[src/rtl/dmem_arb_pkg.sv]
// Shared types and constants for the dataMemory two-port arbiter.
// Optional statistics counters are controlled by the macro DMEM_ARB_STATS_EN.
package dmem_arb_pkg;

  typedef enum logic {
    ARB_P0   = 1'b0,
    ARB_AGED = 1'b1
  } arb_state_t;

  localparam int PORT_CPU = 0;
  localparam int PORT_DBG = 1;

  // Field widths of a single port request; top-level ADDR_W/DATA_W must not exceed these.
  localparam int DMEM_ADDR_W = 32;
  localparam int DMEM_DATA_W = 32;

  typedef struct packed {
    logic                   we;
    logic [DMEM_ADDR_W-1:0] addr;
    logic [DMEM_DATA_W-1:0] wdata;
  } dmem_req_t;

  function automatic logic addr_in_range(input logic [DMEM_ADDR_W-1:0] addr,
                                         input int unsigned             words);
    return (addr < words);
  endfunction

endpackage

[src/rtl/dmem_arb_age_ctr.sv]
// Aging counter for the debug/DMA port: counts consecutive refused cycles
// and flags when the port must win the next conflict.
module dmem_arb_age_ctr #(
  parameter int MAX_WAIT = 4
) (
  input  logic clk,
  input  logic reset,
  input  logic i_req1,
  input  logic i_gnt1,
  output logic o_force_p1
);

  localparam int CW = $clog2(MAX_WAIT + 1);

  logic [CW-1:0] r_wait_cnt;
  logic [CW-1:0] w_cnt_nxt;

  // Next count: clear on grant or idle, otherwise count refusals up to MAX_WAIT.
  always_comb begin
    w_cnt_nxt = r_wait_cnt;
    if (!i_req1 || i_gnt1) begin
      w_cnt_nxt = '0;
    end else if (r_wait_cnt != CW'(MAX_WAIT)) begin
      w_cnt_nxt = r_wait_cnt + CW'(1);
    end
  end

  // Flag on the next value so the FSM is already aged in the cycle after the last refusal.
  assign o_force_p1 = (w_cnt_nxt == CW'(MAX_WAIT));

  // Wait counter register.
  always_ff @(posedge clk) begin
    if (reset) begin
      r_wait_cnt <= '0;
    end else begin
      r_wait_cnt <= w_cnt_nxt;
    end
  end

endmodule

[src/rtl/dmem_arbiter.sv]
// Two-port arbiter/sequencer in front of the single-port dataMemory.
// Port 0 (CPU) has fixed priority; port 1 (debug/DMA) is force-granted after
// MAX_WAIT refusals. Optional counters enabled by macro DMEM_ARB_STATS_EN.
module dmem_arbiter
  import dmem_arb_pkg::*;
#(
  parameter int DATA_W    = 32,
  parameter int ADDR_W    = 32,
  parameter int MEM_WORDS = 1029,
  parameter int MAX_WAIT  = 4
) (
  input  logic                  clk,
  input  logic                  reset,
  input  logic [1:0]            req_i,
  input  logic [1:0]            we_i,
  input  logic [2*ADDR_W-1:0]   addr_i,
  input  logic [2*DATA_W-1:0]   wdata_i,
  output logic [1:0]            gnt_o,
  output logic [1:0]            rvalid_o,
  output logic [DATA_W-1:0]     rdata_o,
  output logic [1:0]            err_o,
  output logic [ADDR_W-1:0]     mem_addr_o,
  output logic [DATA_W-1:0]     mem_wdata_o,
  output logic                  mem_we_o,
  output logic                  mem_re_o,
  input  logic [DATA_W-1:0]     mem_rdata_i,
  output logic [31:0]           stat_gnt0_o,
  output logic [31:0]           stat_gnt1_o,
  output logic [31:0]           stat_conf_o
);

  arb_state_t  r_state, w_state_nxt;
  dmem_req_t   w_req [2];
  dmem_req_t   w_win;
  logic [1:0]  w_gnt;
  logic        w_any;
  logic        w_oor;
  logic        w_force_p1;
  logic [1:0]  r_rvalid;
  logic [1:0]  r_err;
  logic [DATA_W-1:0] r_rdata;

  // Unpack the flat per-port buses into request records.
  always_comb begin
    for (int unsigned p = 0; p < 2; p++) begin
      w_req[p].we    = we_i[p];
      w_req[p].addr  = DMEM_ADDR_W'(addr_i[p*ADDR_W +: ADDR_W]);
      w_req[p].wdata = DMEM_DATA_W'(wdata_i[p*DATA_W +: DATA_W]);
    end
  end

  // Grant: single requester wins outright; conflicts resolved by FSM state.
  always_comb begin
    w_gnt = '0;
    if (!reset) begin
      if (req_i == 2'b11) begin
        w_gnt = (r_state == ARB_AGED) ? 2'b10 : 2'b01;
      end else begin
        w_gnt = req_i;
      end
    end
  end

  // Winner mux and memory-side controls; out-of-range accesses leave memory untouched.
  always_comb begin
    w_any       = |w_gnt;
    w_win       = w_gnt[PORT_DBG] ? w_req[PORT_DBG] : w_req[PORT_CPU];
    w_oor       = !addr_in_range(w_win.addr, MEM_WORDS);
    mem_addr_o  = '0;
    mem_wdata_o = '0;
    mem_we_o    = 1'b0;
    mem_re_o    = 1'b0;
    if (w_any) begin
      mem_addr_o  = ADDR_W'(w_win.addr);
      mem_wdata_o = DATA_W'(w_win.wdata);
      mem_we_o    = w_win.we & ~w_oor;
      mem_re_o    = ~w_win.we & ~w_oor;
    end
  end

  assign gnt_o = w_gnt;

  dmem_arb_age_ctr #(
    .MAX_WAIT (MAX_WAIT)
  ) u_age_ctr (
    .clk        (clk),
    .reset      (reset),
    .i_req1     (req_i[PORT_DBG]),
    .i_gnt1     (w_gnt[PORT_DBG]),
    .o_force_p1 (w_force_p1)
  );

  // FSM next state: age into ARB_AGED, return after one port 1 grant or withdrawal.
  always_comb begin
    w_state_nxt = r_state;
    case (r_state)
      ARB_P0:   if (w_force_p1) w_state_nxt = ARB_AGED;
      ARB_AGED: if (w_gnt[PORT_DBG] || !req_i[PORT_DBG]) w_state_nxt = ARB_P0;
      default:  w_state_nxt = ARB_P0;
    endcase
  end

  // FSM state register.
  always_ff @(posedge clk) begin
    if (reset) begin
      r_state <= ARB_P0;
    end else begin
      r_state <= w_state_nxt;
    end
  end

  // Response register: one-cycle ack for every grant, read data only for in-range reads.
  always_ff @(posedge clk) begin
    if (reset) begin
      r_rvalid <= '0;
      r_err    <= '0;
      r_rdata  <= '0;
    end else begin
      r_rvalid <= w_gnt;
      r_err    <= w_gnt & {2{w_oor}};
      r_rdata  <= mem_re_o ? mem_rdata_i : '0;
    end
  end

  assign rvalid_o = r_rvalid;
  assign err_o    = r_err;
  assign rdata_o  = r_rdata;

`ifdef DMEM_ARB_STATS_EN
  logic [31:0] r_stat_gnt0;
  logic [31:0] r_stat_gnt1;
  logic [31:0] r_stat_conf;

  // Saturating grant and conflict counters.
  always_ff @(posedge clk) begin
    if (reset) begin
      r_stat_gnt0 <= '0;
      r_stat_gnt1 <= '0;
      r_stat_conf <= '0;
    end else begin
      if (w_gnt[PORT_CPU] && (r_stat_gnt0 != '1)) r_stat_gnt0 <= r_stat_gnt0 + 32'd1;
      if (w_gnt[PORT_DBG] && (r_stat_gnt1 != '1)) r_stat_gnt1 <= r_stat_gnt1 + 32'd1;
      if ((req_i == 2'b11) && (r_stat_conf != '1)) r_stat_conf <= r_stat_conf + 32'd1;
    end
  end

  assign stat_gnt0_o = r_stat_gnt0;
  assign stat_gnt1_o = r_stat_gnt1;
  assign stat_conf_o = r_stat_conf;
`else
  assign stat_gnt0_o = '0;
  assign stat_gnt1_o = '0;
  assign stat_conf_o = '0;
`endif

endmodule

[config.mk]
export PLATFORM = sky130hd
export DESIGN_NAME = dmem_arbiter
export DESIGN_NICKNAME = d
export VERILOG_FILES = /design/src/rtl/dmem_arb_pkg.sv /design/src/rtl/dmem_arb_age_ctr.sv /design/src/rtl/dmem_arbiter.sv
export SDC_FILE = /design/constraint.sdc
export NUM_CORES = 1
export LEC_CHECK = 0
export ABC_AREA = 1
export CORE_AREA = 2 2 143 145
export DETAILED_ROUTE_END_ITERATION = 12
export DIE_AREA = 0 0 145 147
export PLACE_DENSITY_LB_ADDON = 0.1
export SYNTH_ARGS = -nofsm -noshare
export SYNTH_HDL_FRONTEND = slang
export SYNTH_HIERARCHICAL = 1
export SYNTH_SLANG_ARGS = --single-unit
[constraint.sdc]
create_clock -name clk -period 2.1 [get_ports clk]
set_input_delay 0.315 -clock clk [delete_from_list [all_inputs] [get_ports clk]]
set_output_delay 0.315 -clock clk [all_outputs]
set_load 0.1 [all_outputs]
==> results <==
stage by stage:
step	hold slack, ns	setup TNS [ns]
3_3_place_gp	0.500	-76.58
6_report	0.522	-14.48
4_1_cts	0.508	-13.70
5_1_grt	0.531	-24.01
2_1_floorplan	0.384	-21.45
3_5_place_dp	0.520	-78.51
cells by family (layout without fill, tap and decap cells):
family                     count (synthesis)  after routing
AOI/OAI and AO/OA                         59             59
adders and majority gates                  2              2
buffers and inverters                    182            453
DFF                                       40             40
muxes                                      1              1
other                                      1             96
and+or+nand+nor                          246            248
worst reg2reg max path, delay by kind of cell, from the launching register on:
kind / cells / cell delay [ns]
simple gates: 11 / 1.09
buf+inv: 5 / 0.65
flops: 1 / 0.34
sequential cells by signal, summed over array words and instances (netlist names):
name                  cells
u_age_ctr/r_wait_cnt      3
rdata_o                  32
r_state                   1
err_o                     2
rvalid_o                  2
repair_timing:
| action | 4_1_cts | 5_1_grt |
|---|---|---|
| endpoints found under the setup margin | 105 | 100 |
| setup buffers | 23 | 3 |
| resized for setup | 83 | 4 |
| gates cloned | 15 | 0 |
| pin swaps | 29 | 2 |
area by class of cell:
type | count | area share, %
clock buffers | 6 | 1.55
clock inverters | 2 | 0.433
inverters | 62 | 2.87
multi-input cells | 406 | 30.4
flip-flops and latches | 40 | 8.96
well taps | 270 | 3.78
repair buffers | 382 | 51.9
repair inverters | 1 | 0.0699
power by group through the flow:
stage / clock network (uW) / registers (uW) / logic [uW]
3_5_place_dp: 0 / 784 / 2640
3_3_place_gp: 0 / 784 / 2640
2_1_floorplan: 0 / 810 / 1890
4_1_cts: 922 / 767 / 2880
5_1_grt: 950 / 767 / 2970
6_report: 897 / 767 / 2870
how the worst max path moves through the flow:
stage,from,end,slack (ns),cells after the start
final,req_i[1],mem_we_o,-0.37,17
after global routing,r_state,mem_we_o,-0.49,14
after detailed placement,req_i[1],mem_we_o,-0.86,16
after CTS,r_state,mem_we_o,-0.36,14
after floorplan,req_i[1],mem_we_o,-0.57,14
after global placement,req_i[1],mem_addr_o[14],-0.83,12
layer usage:
layer  up-vias  part of all wire, %  GRT usage (%)
met1      1991                   36           15.6
met2       193                   55           28.2
li1       2169                    -              -
met4         0                  2.5           3.96
met3        18                  6.3           3.14
met5         -                    0              0
cell usage in the layout, fill, tap and decap left out, drive strengths merged, types with 2 or more instances in the layout:
cell type,instances
nand3b,6
clkdlybuf4s50,162
nand3,17
o21ai,9
conb,96
clkbuf,6
nor2,72
a21oi,50
nand2,147
dfxtp,40
nor3,3
ha,2
inv,62
buf,217
==> flow_metrics.tcl <==
set metrics [dict create \
    status "complete, but fails checks" \
    violations "negative setup slack" \
    internal-power_uw 2340 \
    critPathRequiredTime_ns 1.78 \
    grt_start_max_net_pins 29 \
    switchingPower_uw 2200 \
    worstSetupEndpointType "output port" \
    dpl_cell_area_mm2 0.00787 \
    synth-main-ff-cell "dfxtp_1" \
    cts_buffers 5 \
    crit_chain "buf_6 > buf_6 > inv_12 > nor2_4 > buf_12 > buf_12 > buf_16 > nand3_2 > nand2_1 > nor2_1 > nand2_1 > nor2_2 > nand2_2 > nor2_4 > nand2_2 > nor3_4 > buf_12" \
    die_area_mm2 0.0213 \
    n_fill_cell 1923 \
    htree_levels 2 \
    place_congestion 0.770 \
    fin_cells 1169 \
    root_buffer "clkbuf_16" \
    postRouteAntennaNets 0 \
    synthMuxAreaShare_pct 0.300 \
    syn2layout_area_growth_pct 168 \
    yosys-top-cells-area "dfxtp_1 (24%), buf_4 (22%), nand2_1 (16%)" \
    hold_class "input port to flop" \
    initial_core_util_pct 16.8 \
    period_needed_ns 2.47 \
    pwr-share-clk_pct 19.8 \
    antenna_found_initial 0 \
    netlist_instances 531 \
    syn_area_mm2 0.00334 \
    finalHoldViolations 0 \
    cts_tree "done" \
    synthAdderAreaFrac_pct 0.750 \
    drive_above_1_share_pct 42.0 \
    crit_buf_inv 7 \
    worstRegToRegCells 16 \
    cp_data_arrival_time_ns 2.15 \
    drv_slew 0 \
    core-area_mm2 0.0198 \
    synth_compound_area_share_pct 8.85 \
    async_reset_ff_share_pct 0 \
    diodes 0 \
    seqPwrFrac_pct 16.9 \
    ir_drop_mv 0.314 \
    overflow 0 \
    synth_commonest_cells "nand2_1 (140), buf_4 (96), inv_1 (62), a21oi_1 (50), dfxtp_1 (40)" \
    clock_latency_ns 0.28 \
    dp_hpwl_mm 12.8 \
    startpoint_type "input port" \
    dpl.cell_count 1122 \
    die_h_um 147 \
    fin_util_pct 45.1 \
    period_share_pct 118 \
    fmax_ghz 0.405 \
    critPathTopFamily "simple AND/OR/NAND/NOR gates" \
    cts_num_sinks 40 \
    yosysUniqueCellTypes 25 \
    seq_area_frac_synth_pct 24.0 \
    maxCapViolations 0 \
    cts_buffer_depth 2 \
    vias 4371 \
    dr.pass1.iters 4 \
    grt_pass1_wl_mm 24.5 \
    p_leak_uw 0.00399 \
    fin_nets 1066 \
    postCtsHoldBufs 0 \
    final_area_mm2 0.00895 \
    pin_count 366 \
    max_stage_delay_ns 0.20 \
    crit_path_max_fanout 5 \
    multi_input_area_mm2 0.00272 \
    setup_viol 98 \
    synth_top_area_share_pct 24.0 \
    synth_largest_area_cell "dfxtp_1" \
    synth_edf_count 0 \
    drc 0 \
    rsz0062_at_grt "yes" \
    ys_seq_elements 40 \
    clkTransAtPathRegs_ns 0.06 \
    drtIter0Drc 85 \
    avgSynthCellArea_um2 6.28 \
    track_usage_pct 14.4 \
    rows 52 \
    grt_pass1_vias 4586 \
    synth.most_common_cell "nand2_1" \
    finClkSkew_ns 0.00857 \
    r2r-start "r_state" \
    total_power_uw 4540 \
    drt_wl_total_mm 16.0 \
    synth_top_family_by_area "simple AND/OR/NAND/NOR gates" \
    dp_slack_ns -0.859 \
    viasPerCell 3.74 \
    hold_start "reset" \
    port_buffers 269 \
    reg2reg_slack_ns -0.04 \
    cp_common_cell "buf_12" \
    whs_endpoint "u_age_ctr/r_wait_cnt[0]" \
    synth_xor_area_share_pct 0 \
    routedWlPerCell_um 13.7 \
    powerDensity_mw_per_mm2 507 \
    hold_depth 3 \
    crit_type "input port to output port" \
    die_w_um 145 \
    comb_power_share_pct 63.3 \
    slowest_stage "nor3_4" \
    r2r_end "rdata_o[10]" \
    register_area_um2 802 \
    synth_warnings 6 \
    synth-simple-area-share_pct 33.2 \
    layout_setup_ws_ns -0.368 \
    swShare_pct 48.6 \
]
Note: power is estimated with default switching activity, not from simulation.
